### src/rtl/rr_arb_4to1_64bit_pkg.sv
// Shared arbitration types and the round-robin search helper used by the
// 4-channel arbiters in this codebase.
package rr_arb_4to1_64bit_pkg;

  localparam int ARB_N     = 4;
  localparam int SEL_WIDTH = 2;

  typedef enum logic {
    IDLE   = 1'b0,
    LOCKED = 1'b1
  } state_t;

  // Returns {any, idx}: first requester found searching ptr+1, ptr+2, ptr+3, ptr.
  function automatic logic [SEL_WIDTH:0] rr_search(
    input logic [ARB_N-1:0]     req,
    input logic [SEL_WIDTH-1:0] ptr
  );
    logic [SEL_WIDTH-1:0] idx;
    logic [SEL_WIDTH-1:0] cand;
    logic                 found;
    idx   = '0;
    found = 1'b0;
    for (int k = 1; k <= ARB_N; k++) begin
      cand = ptr + k[SEL_WIDTH-1:0];
      if (!found && req[cand]) begin
        idx   = cand;
        found = 1'b1;
      end
    end
    return {found, idx};
  endfunction

endpackage

### src/rtl/rr_arb_4to1_64bit_pick.sv
// Combinational round-robin picker: lowest-priority slot is the last winner (ptr).
module rr_pick4
  import rr_arb_4to1_64bit_pkg::*;
(
  input  logic [ARB_N-1:0]     req,
  input  logic [SEL_WIDTH-1:0] ptr,
  output logic [SEL_WIDTH-1:0] gnt_idx,
  output logic                 any
);

  assign {any, gnt_idx} = rr_search(req, ptr);

endmodule

### src/rtl/rr_arb_4to1_64bit.sv
// Round-robin burst arbiter for four valid/ready sources feeding a registered
// valid/ready output; the grant stays on one source until its last beat.
module rr_arb_4to1_64bit
  import rr_arb_4to1_64bit_pkg::*;
#(
  parameter int WIDTH = 64
) (
  input  logic                 clk,
  input  logic                 rst,
  input  logic [ARB_N-1:0]     in_valid,
  input  logic [ARB_N-1:0]     in_last,
  input  logic [WIDTH-1:0]     in_data0,
  input  logic [WIDTH-1:0]     in_data1,
  input  logic [WIDTH-1:0]     in_data2,
  input  logic [WIDTH-1:0]     in_data3,
  output logic [ARB_N-1:0]     in_ready,
  output logic [SEL_WIDTH-1:0] sel,
  output logic                 out_valid,
  output logic [WIDTH-1:0]     out_data,
  output logic [SEL_WIDTH-1:0] out_src,
  output logic                 out_last,
  input  logic                 out_ready
);

  state_t               state;
  logic [SEL_WIDTH-1:0] ptr;
  logic [SEL_WIDTH-1:0] lock;
  logic [SEL_WIDTH-1:0] sel_q;
  logic [SEL_WIDTH-1:0] pick_idx;
  logic                 pick_any;
  logic                 load_en;
  logic                 grant_valid;
  logic                 fire;
  logic [SEL_WIDTH-1:0] grant_idx;
  logic [WIDTH-1:0]     mux_data;

  rr_pick4 u_pick (
    .req     (in_valid),
    .ptr     (ptr),
    .gnt_idx (pick_idx),
    .any     (pick_any)
  );

  always_comb begin
    load_en = !out_valid || out_ready;
    if (state == LOCKED) begin
      grant_idx   = lock;
      grant_valid = in_valid[lock];
    end else begin
      grant_idx   = pick_idx;
      grant_valid = pick_any;
    end
    fire = load_en && grant_valid && !rst;
  end

  // With no requester in IDLE the select keeps pointing at the last grant.
  always_comb begin
    in_ready = '0;
    sel      = sel_q;
    if (rst) begin
      in_ready = '0;
      sel      = '0;
    end else if (state == LOCKED) begin
      sel            = lock;
      in_ready[lock] = load_en;
    end else if (pick_any) begin
      sel                = pick_idx;
      in_ready[pick_idx] = load_en;
    end else begin
      in_ready = '0;
      sel      = sel_q;
    end
  end

  always_comb begin
    case (grant_idx)
      2'd0:    mux_data = in_data0;
      2'd1:    mux_data = in_data1;
      2'd2:    mux_data = in_data2;
      2'd3:    mux_data = in_data3;
      default: mux_data = in_data0;
    endcase
  end

  // Pointer moves only when a burst completes; bubbles and stalls leave it alone.
  always_ff @(posedge clk or posedge rst) begin
    if (rst) begin
      state <= IDLE;
      ptr   <= 2'd3;
      lock  <= 2'd0;
      sel_q <= 2'd0;
    end else begin
      sel_q <= sel;
      case (state)
        IDLE: begin
          if (fire) begin
            if (in_last[grant_idx]) begin
              ptr <= grant_idx;
            end else begin
              lock  <= grant_idx;
              state <= LOCKED;
            end
          end
        end
        LOCKED: begin
          if (fire && in_last[lock]) begin
            ptr   <= lock;
            state <= IDLE;
          end
        end
        default: state <= IDLE;
      endcase
    end
  end

  always_ff @(posedge clk or posedge rst) begin
    if (rst) begin
      out_valid <= 1'b0;
      out_data  <= '0;
      out_src   <= 2'd0;
      out_last  <= 1'b0;
    end else if (fire) begin
      out_valid <= 1'b1;
      out_data  <= mux_data;
      out_src   <= grant_idx;
      out_last  <= in_last[grant_idx];
    end else if (out_ready) begin
      out_valid <= 1'b0;
    end
  end

endmodule
### config.mk
export PLATFORM = sky130hd
export DESIGN_NAME = rr_arb_4to1_64bit
export DESIGN_NICKNAME = d
export VERILOG_FILES = /design/src/rtl/rr_arb_4to1_64bit_pkg.sv /design/src/rtl/rr_arb_4to1_64bit_pick.sv /design/src/rtl/rr_arb_4to1_64bit.sv
export SDC_FILE = /design/constraint.sdc
export NUM_CORES = 1
export LEC_CHECK = 0
export ABC_AREA = 0
export CAP_MARGIN = 20
export CORE_AREA = 2 2 133 135
export CTS_CLUSTER_SIZE = 8
export DETAILED_ROUTE_END_ITERATION = 12
export DIE_AREA = 0 0 135 137
export PLACE_DENSITY = 0.65
export SLEW_MARGIN = 20
export SYNTH_ARGS = -nofsm -noshare
export SYNTH_HDL_FRONTEND = slang
export SYNTH_SLANG_ARGS = --single-unit
### constraint.sdc
create_clock -name clk -period 4.91 [get_ports clk]
set_input_delay 1.2275 -clock clk [delete_from_list [all_inputs] [get_ports clk]]
set_output_delay 1.2275 -clock clk [all_outputs]
set_load 0.02 [all_outputs]
[Word level (Yosys, flattened, before mapping)]
Index checks and enable logic that the tools add are counted.
Storage, ports and cells
  bits in registers: 75
  logic and storage cells: 93
Cells by class
  reductions and logical operators: 18
  mux-type cells: 45
  add/subtract/negate cells: 3
  bitwise logic cells: 4
  $lt $le $gt $ge: 9
  equality and inequality tests: 6
Operators by type and width (count)
  64-bit case mux with 4 select lines: 1
  2-bit 2-to-1 mux: 11
  2-bit by 3-bit less-than comparator with 1-bit output (second input constant): 7
  1-bit 2-to-1 mux: 19
  1-bit binary-select mux with 2-bit select: 7
  4-bit 2-to-1 mux: 3
  4-bit AND: 2
  1-bit logical AND: 8
  3-bit AND reduction: 2
  1-bit zero test: 5
  2-bit adder (second input constant): 2
  1-bit demux with 2-bit select: 2
  2-bit == test (second input constant): 2
  2-bit by 1-bit >= comparator with 1-bit output (second input constant): 2
  2-bit != test (second input constant): 2
  2-bit case mux with 2 select lines: 1
  2-bit by 1-bit adder with 2-bit output (second input constant): 1
  2-bit by 1-bit == test with 1-bit output (second input constant): 1
  2-bit zero test: 1
  2-bit by 1-bit != test with 1-bit output (second input constant): 1
  1-bit inverter: 2
  1-bit case mux with 2 select lines: 1
  2-bit nonzero test: 1
  1-bit logical OR: 1

[Depth between registers and ports, before layout]
Gate-level depths: netlist (run 1).
  depth after elaboration: 21
  depth in mapped cells: 8

[Cells and area by module]
Synthesis (run 1) repeated with hierarchy kept, for this count alone.
Unflattened totals
  cells, all modules: 433
  area total of the unflattened synthesis: 5305.1 um^2
By module, submodules not included
  rr_arb_4to1_64bit: instances 1, cells each 419, area an instance 5213.8 um^2
  rr_pick4: instances 1, cells each 14, area an instance 91.3 um^2

[Worst setup path after synthesis (run 1)]
No wires, ideal clock.
  path kind: input to output
  from: input rst
  to: output in_ready[1]
  slack: 89 ps
  arrival: 3594 ps
  required time: 3683 ps
  stages on the path: 3
  path buffers: 0
  cells stage by stage: inv_1 > nand2_1 > nor2_1
On the way
  word-level cells in the longest chain between the ends: 1
Ends and longest elaborated chain
  start, declared: line rr_arb_4to1_64bit.sv:9  | input logic rst,
  4-bit 2-to-1 mux: line rr_arb_4to1_64bit.sv:60  | if (rst) begin
  end, declared: line rr_arb_4to1_64bit.sv:16  | output logic [ARB_N-1:0] in_ready,
No other way between the ends.

[Worst setup path in the final report (run 1)]
  from: input in_valid[1]
  to: output in_ready[0]
On the way
  word-level cells in the longest chain between the ends: 20
  elaborated cells between the ends (all ways): 31
  classes of those cells: order compare (2); mux (21); bitwise (1); reduce/logical (7)
Ends and longest elaborated chain
  start, declared: line rr_arb_4to1_64bit.sv:10  | input logic [ARB_N-1:0] in_valid,
  1-bit binary-select mux with 2-bit select: line rr_arb_4to1_64bit_pkg.sv:25  | if (!found && req[cand]) begin
  1-bit 2-to-1 mux (implied by the code): line rr_arb_4to1_64bit_pkg.sv:25
  1-bit 2-to-1 mux: line rr_arb_4to1_64bit_pkg.sv:25
  1-bit zero test: line rr_arb_4to1_64bit_pkg.sv:25
  1-bit logical AND: line rr_arb_4to1_64bit_pkg.sv:25
  1-bit 2-to-1 mux: line rr_arb_4to1_64bit_pkg.sv:25
  1-bit zero test: line rr_arb_4to1_64bit_pkg.sv:25
  1-bit logical AND: line rr_arb_4to1_64bit_pkg.sv:25
  [... 4 more ...]
  2-bit by 3-bit less-than comparator with 1-bit output (implied by the code) or 2-bit by 1-bit >= comparator with 1-bit output (tied branches): line rr_arb_4to1_64bit.sv:68  | in_ready[pick_idx] = load_en;
  1-bit logical AND (implied by the code): line rr_arb_4to1_64bit.sv:68
  1-bit 2-to-1 mux (implied by the code): line rr_arb_4to1_64bit.sv:68
  1-bit demux with 2-bit select: line rr_arb_4to1_64bit.sv:68
  4-bit AND (no source line)
  4-bit 2-to-1 mux (*): line rr_arb_4to1_64bit.sv:66  | end else if (pick_any) begin
  4-bit 2-to-1 mux (*): line rr_arb_4to1_64bit.sv:63  | end else if (state == LOCKED) begin
  4-bit 2-to-1 mux (*): line rr_arb_4to1_64bit.sv:60
Mark *: on every way between the ends. The rest lies on a longest branch, timed or not. The select of a mux whose other input is x is not followed.

==> metrics.cfg, run 1 <==
[timing]
report.final.slew_viol_count = 0
max_freq_ghz = 0.209
min_period_over_period_pct = 97.4
skew_ps = 6.85
slew_headroom_pct = 31.6
period_needed_ps = 4780
tns_ps = 0
hold_viol = 0
tightest_slew_ps = 1020
rsz0062_at_grt = false
setup-violations-final = 0

[clocking]
tritoncts = done
clkLatencyLatePin_ps = 340
clockBufferDepth = 2
postCtsHoldBufs = 0
cts_root_buf = clkbuf_16
cts_sinks = 75
path_clk_slew_ps = 60
cts_inserted_buffers = 9
cts_htree_levels = 3

[synth]
yosysSeqAreaShare_pct = 40.7
ys_warn_count = 0
async_reset_ff_share_pct = 100
synthDistinctLibCells = 44
synth_edf_count = 0
syn_area_sq_um = 4620
ys_seq_elements = 75
synthCells = 471
syn_area_per_cell_sq_um = 9.81
ys.flop_type = dfrtp_1
synthesis.nets = 738

[power]
total_power_mw = 4.71
power.density_nw_per_um2 = 553
vdd.ir_drop.worst_v = 0.000455
power.leakage_nw = 3.35

[job]
drv_cap = 0

[worst_hold_path]
hold_start = out_data[44]
hold-path-cell-count = 2
hold_class = reg -> reg
min_to = out_data[44]

[global_route]
met1_usage_pct = 22.0
grt_overflow = 0
use_met3_pct = 6.26
grt_pass1_wl_um = 28600
busiest_layer = met2
grt_pass1_vias = 5318
grt_use_total_pct = 20.1
antenna_found_initial = 0
met2_usage_pct = 36.8
grt_max_degree = 77

[floorplanning]
num_io_pins = 341
floorplan.initialDensity_pct = 27.1
core_area_sq_um = 17100
die-area_sq_um = 18500
rows = 48
die_w_um = 135
die_y_um = 137

[run_status]
status = finished clean

[critical_path]
crit_fanout = 8
critPathLaunchType = input pin
critical_path_class = in -> out
rrSetupSlack_ps = 1710
cp.required_ps = 3680
critPathArrivalTime_ps = 3550
reg2reg_to = out_data[6]
cp-end-kind = output port
timing.rr.start = state
reg2reg_depth = 6

[place]
place_inst = 1002
post-dp-hpwl_um = 14600
port_buffers = 340
gp_congestion = 0.883

[route]
first_pass_iters = 5
wl_per_cell_um = 19.1
vias_per_cell = 5.15
drt_iter0_markers = 465
ant_nets = 0
vias = 5241
wirelength_um = 19400
drc = 0

[layout]
fillCellCount = 1562
utilization_pct = 49.9
nNetsFinal = 1055
num_antenna_cells = 0
synthToLayoutAreaGrowth_pct = 84.4
layout_commonest_cell = clkdlybuf4s50_1
layout.cells.non_filler = 1018
drive_above_1_share_pct = 13.1
mostFrequentLayoutCells = clkdlybuf4s50_1 (339), dfrtp_1 (73), mux2_2 (67)

-- worst max path at each step --
stage	startpoint	to	cells after the start
after detailed placement	in_valid[1]	in_ready[0]	7
after floorplan	rst	in_ready[1]	3
after global placement	in_valid[1]	in_ready[0]	7
after CTS	in_valid[1]	in_ready[0]	7
final	in_valid[1]	in_ready[0]	7
after global routing	in_valid[1]	in_ready[0]	7
-- registers in the layout, summed over array words and instances, names as in the netlist --
| register | cells |
|---|---|
| out_data | 64 |
| out_src | 2 |
| ptr | 2 |
| state | 1 |
| lock | 2 |
| out_valid | 1 |
| sel_q | 2 |
| out_last | 1 |
-- metrics by stage --
stage	instance area (sq um)	setup WS [ps]	hold WS (ps)
after global routing	8520	38.1	505
after CTS	8510	106	482
final	8520	128	474
after detailed placement	8240	120	469
after floorplan	4620	88.9	504
after global placement	8240	267	461
-- repair_timing --
item | CTS | global route
buffers inserted | 0 | 0
gates resized for setup | 0 | 2
endpoints found under the setup margin | 0 | 2
-- routing by layer --
| metal | up-vias | wire [um] | share of wire [%] |
|---|---|---|---|
| met2 | 252 | 10100 | 52 |
| met4 | 0 | 347 | 1.8 |
| met1 | 2500 | 7160 | 37 |
| met3 | 24 | 1810 | 9.3 |
| li1 | 2465 | - | - |
| met5 | - | 0 | 0 |
-- cell usage after synthesis, types with 2 or more instances --
library cell,n,area (sq um)
or2_1,2,12.5
dfrtp_1,73,1830
nor3_1,6,30.0
clkbuf_1,30,113
a222oi_1,64,641
dfstp_2,2,52.6
nand2_1,66,248
mux2_2,67,754
nand3_1,2,10.0
o21ai_1,2,10.0
nor2b_1,3,18.8
o21ai_0,63,315
a21oi_1,7,35.0
buf_4,2,15.0
mux4_2,2,45.0
buf_2,11,55.1
inv_1,19,71.3
nor2_1,11,41.3
mux2i_1,6,60.1
a32oi_1,3,26.3
nand2b_1,6,37.5
o2bb2ai_1,2,17.5
-- power breakdown --
group / leakage (nW) / switching (mW) / internal (mW)
Clock: 0.139 / 0.254 / 0.368
Combinational: 2.29 / 1.52 / 1.44
Sequential: 0.919 / 0.208 / 0.921
-- critical path: stages --
cell and delay (ps):
clkdlybuf4s50_1 640, nor3b_1 360, a311o_2 240, nor2b_1 180, a21oi_1 60, nor3_1 200
clkdlybuf4s50_1 640
-- final cells by class --
| cell class | instances | area, sq um | area share [%] |
|---|---|---|---|
| Clock inverter | 3 | 15.0 | 0.176 |
| Clock buffer | 13 | 260 | 3.05 |
| Sequential cell | 75 | 1880 | 22.1 |
| Timing Repair Buffer | 349 | 3490 | 41.0 |
| Tap cell | 225 | 282 | 3.30 |
| Inverter | 19 | 72.6 | 0.852 |
| Multi-Input combinational cell | 334 | 2520 | 29.6 |
-- logic make-up after synthesis --
family / Yosys count / share of synthesized area (%)
flip-flops: 75 / 40.7
AO/OA/AOI/OAI: 154 / 25.2
AND/OR/NAND/NOR: 105 / 10.0
buffers and inverters: 62 / 5.50
multiplexers: 75 / 18.6
(Power assumes the default switching activity.)
==> run 2: changes to the inputs <==
--- a/config.mk
+++ b/config.mk
@@ -11,8 +11,10 @@
 export CTS_CLUSTER_SIZE = 8
 export DETAILED_ROUTE_END_ITERATION = 12
 export DIE_AREA = 0 0 135 137
+export HOLD_SLACK_MARGIN = 0.06
 export PLACE_DENSITY = 0.65
 export SLEW_MARGIN = 20
 export SYNTH_ARGS = -nofsm -noshare
 export SYNTH_HDL_FRONTEND = slang
 export SYNTH_SLANG_ARGS = --single-unit
+export TNS_END_PERCENT = 10
==> results of run 2 <==
Final layout, timing and power as in run 1 (identical DEF).
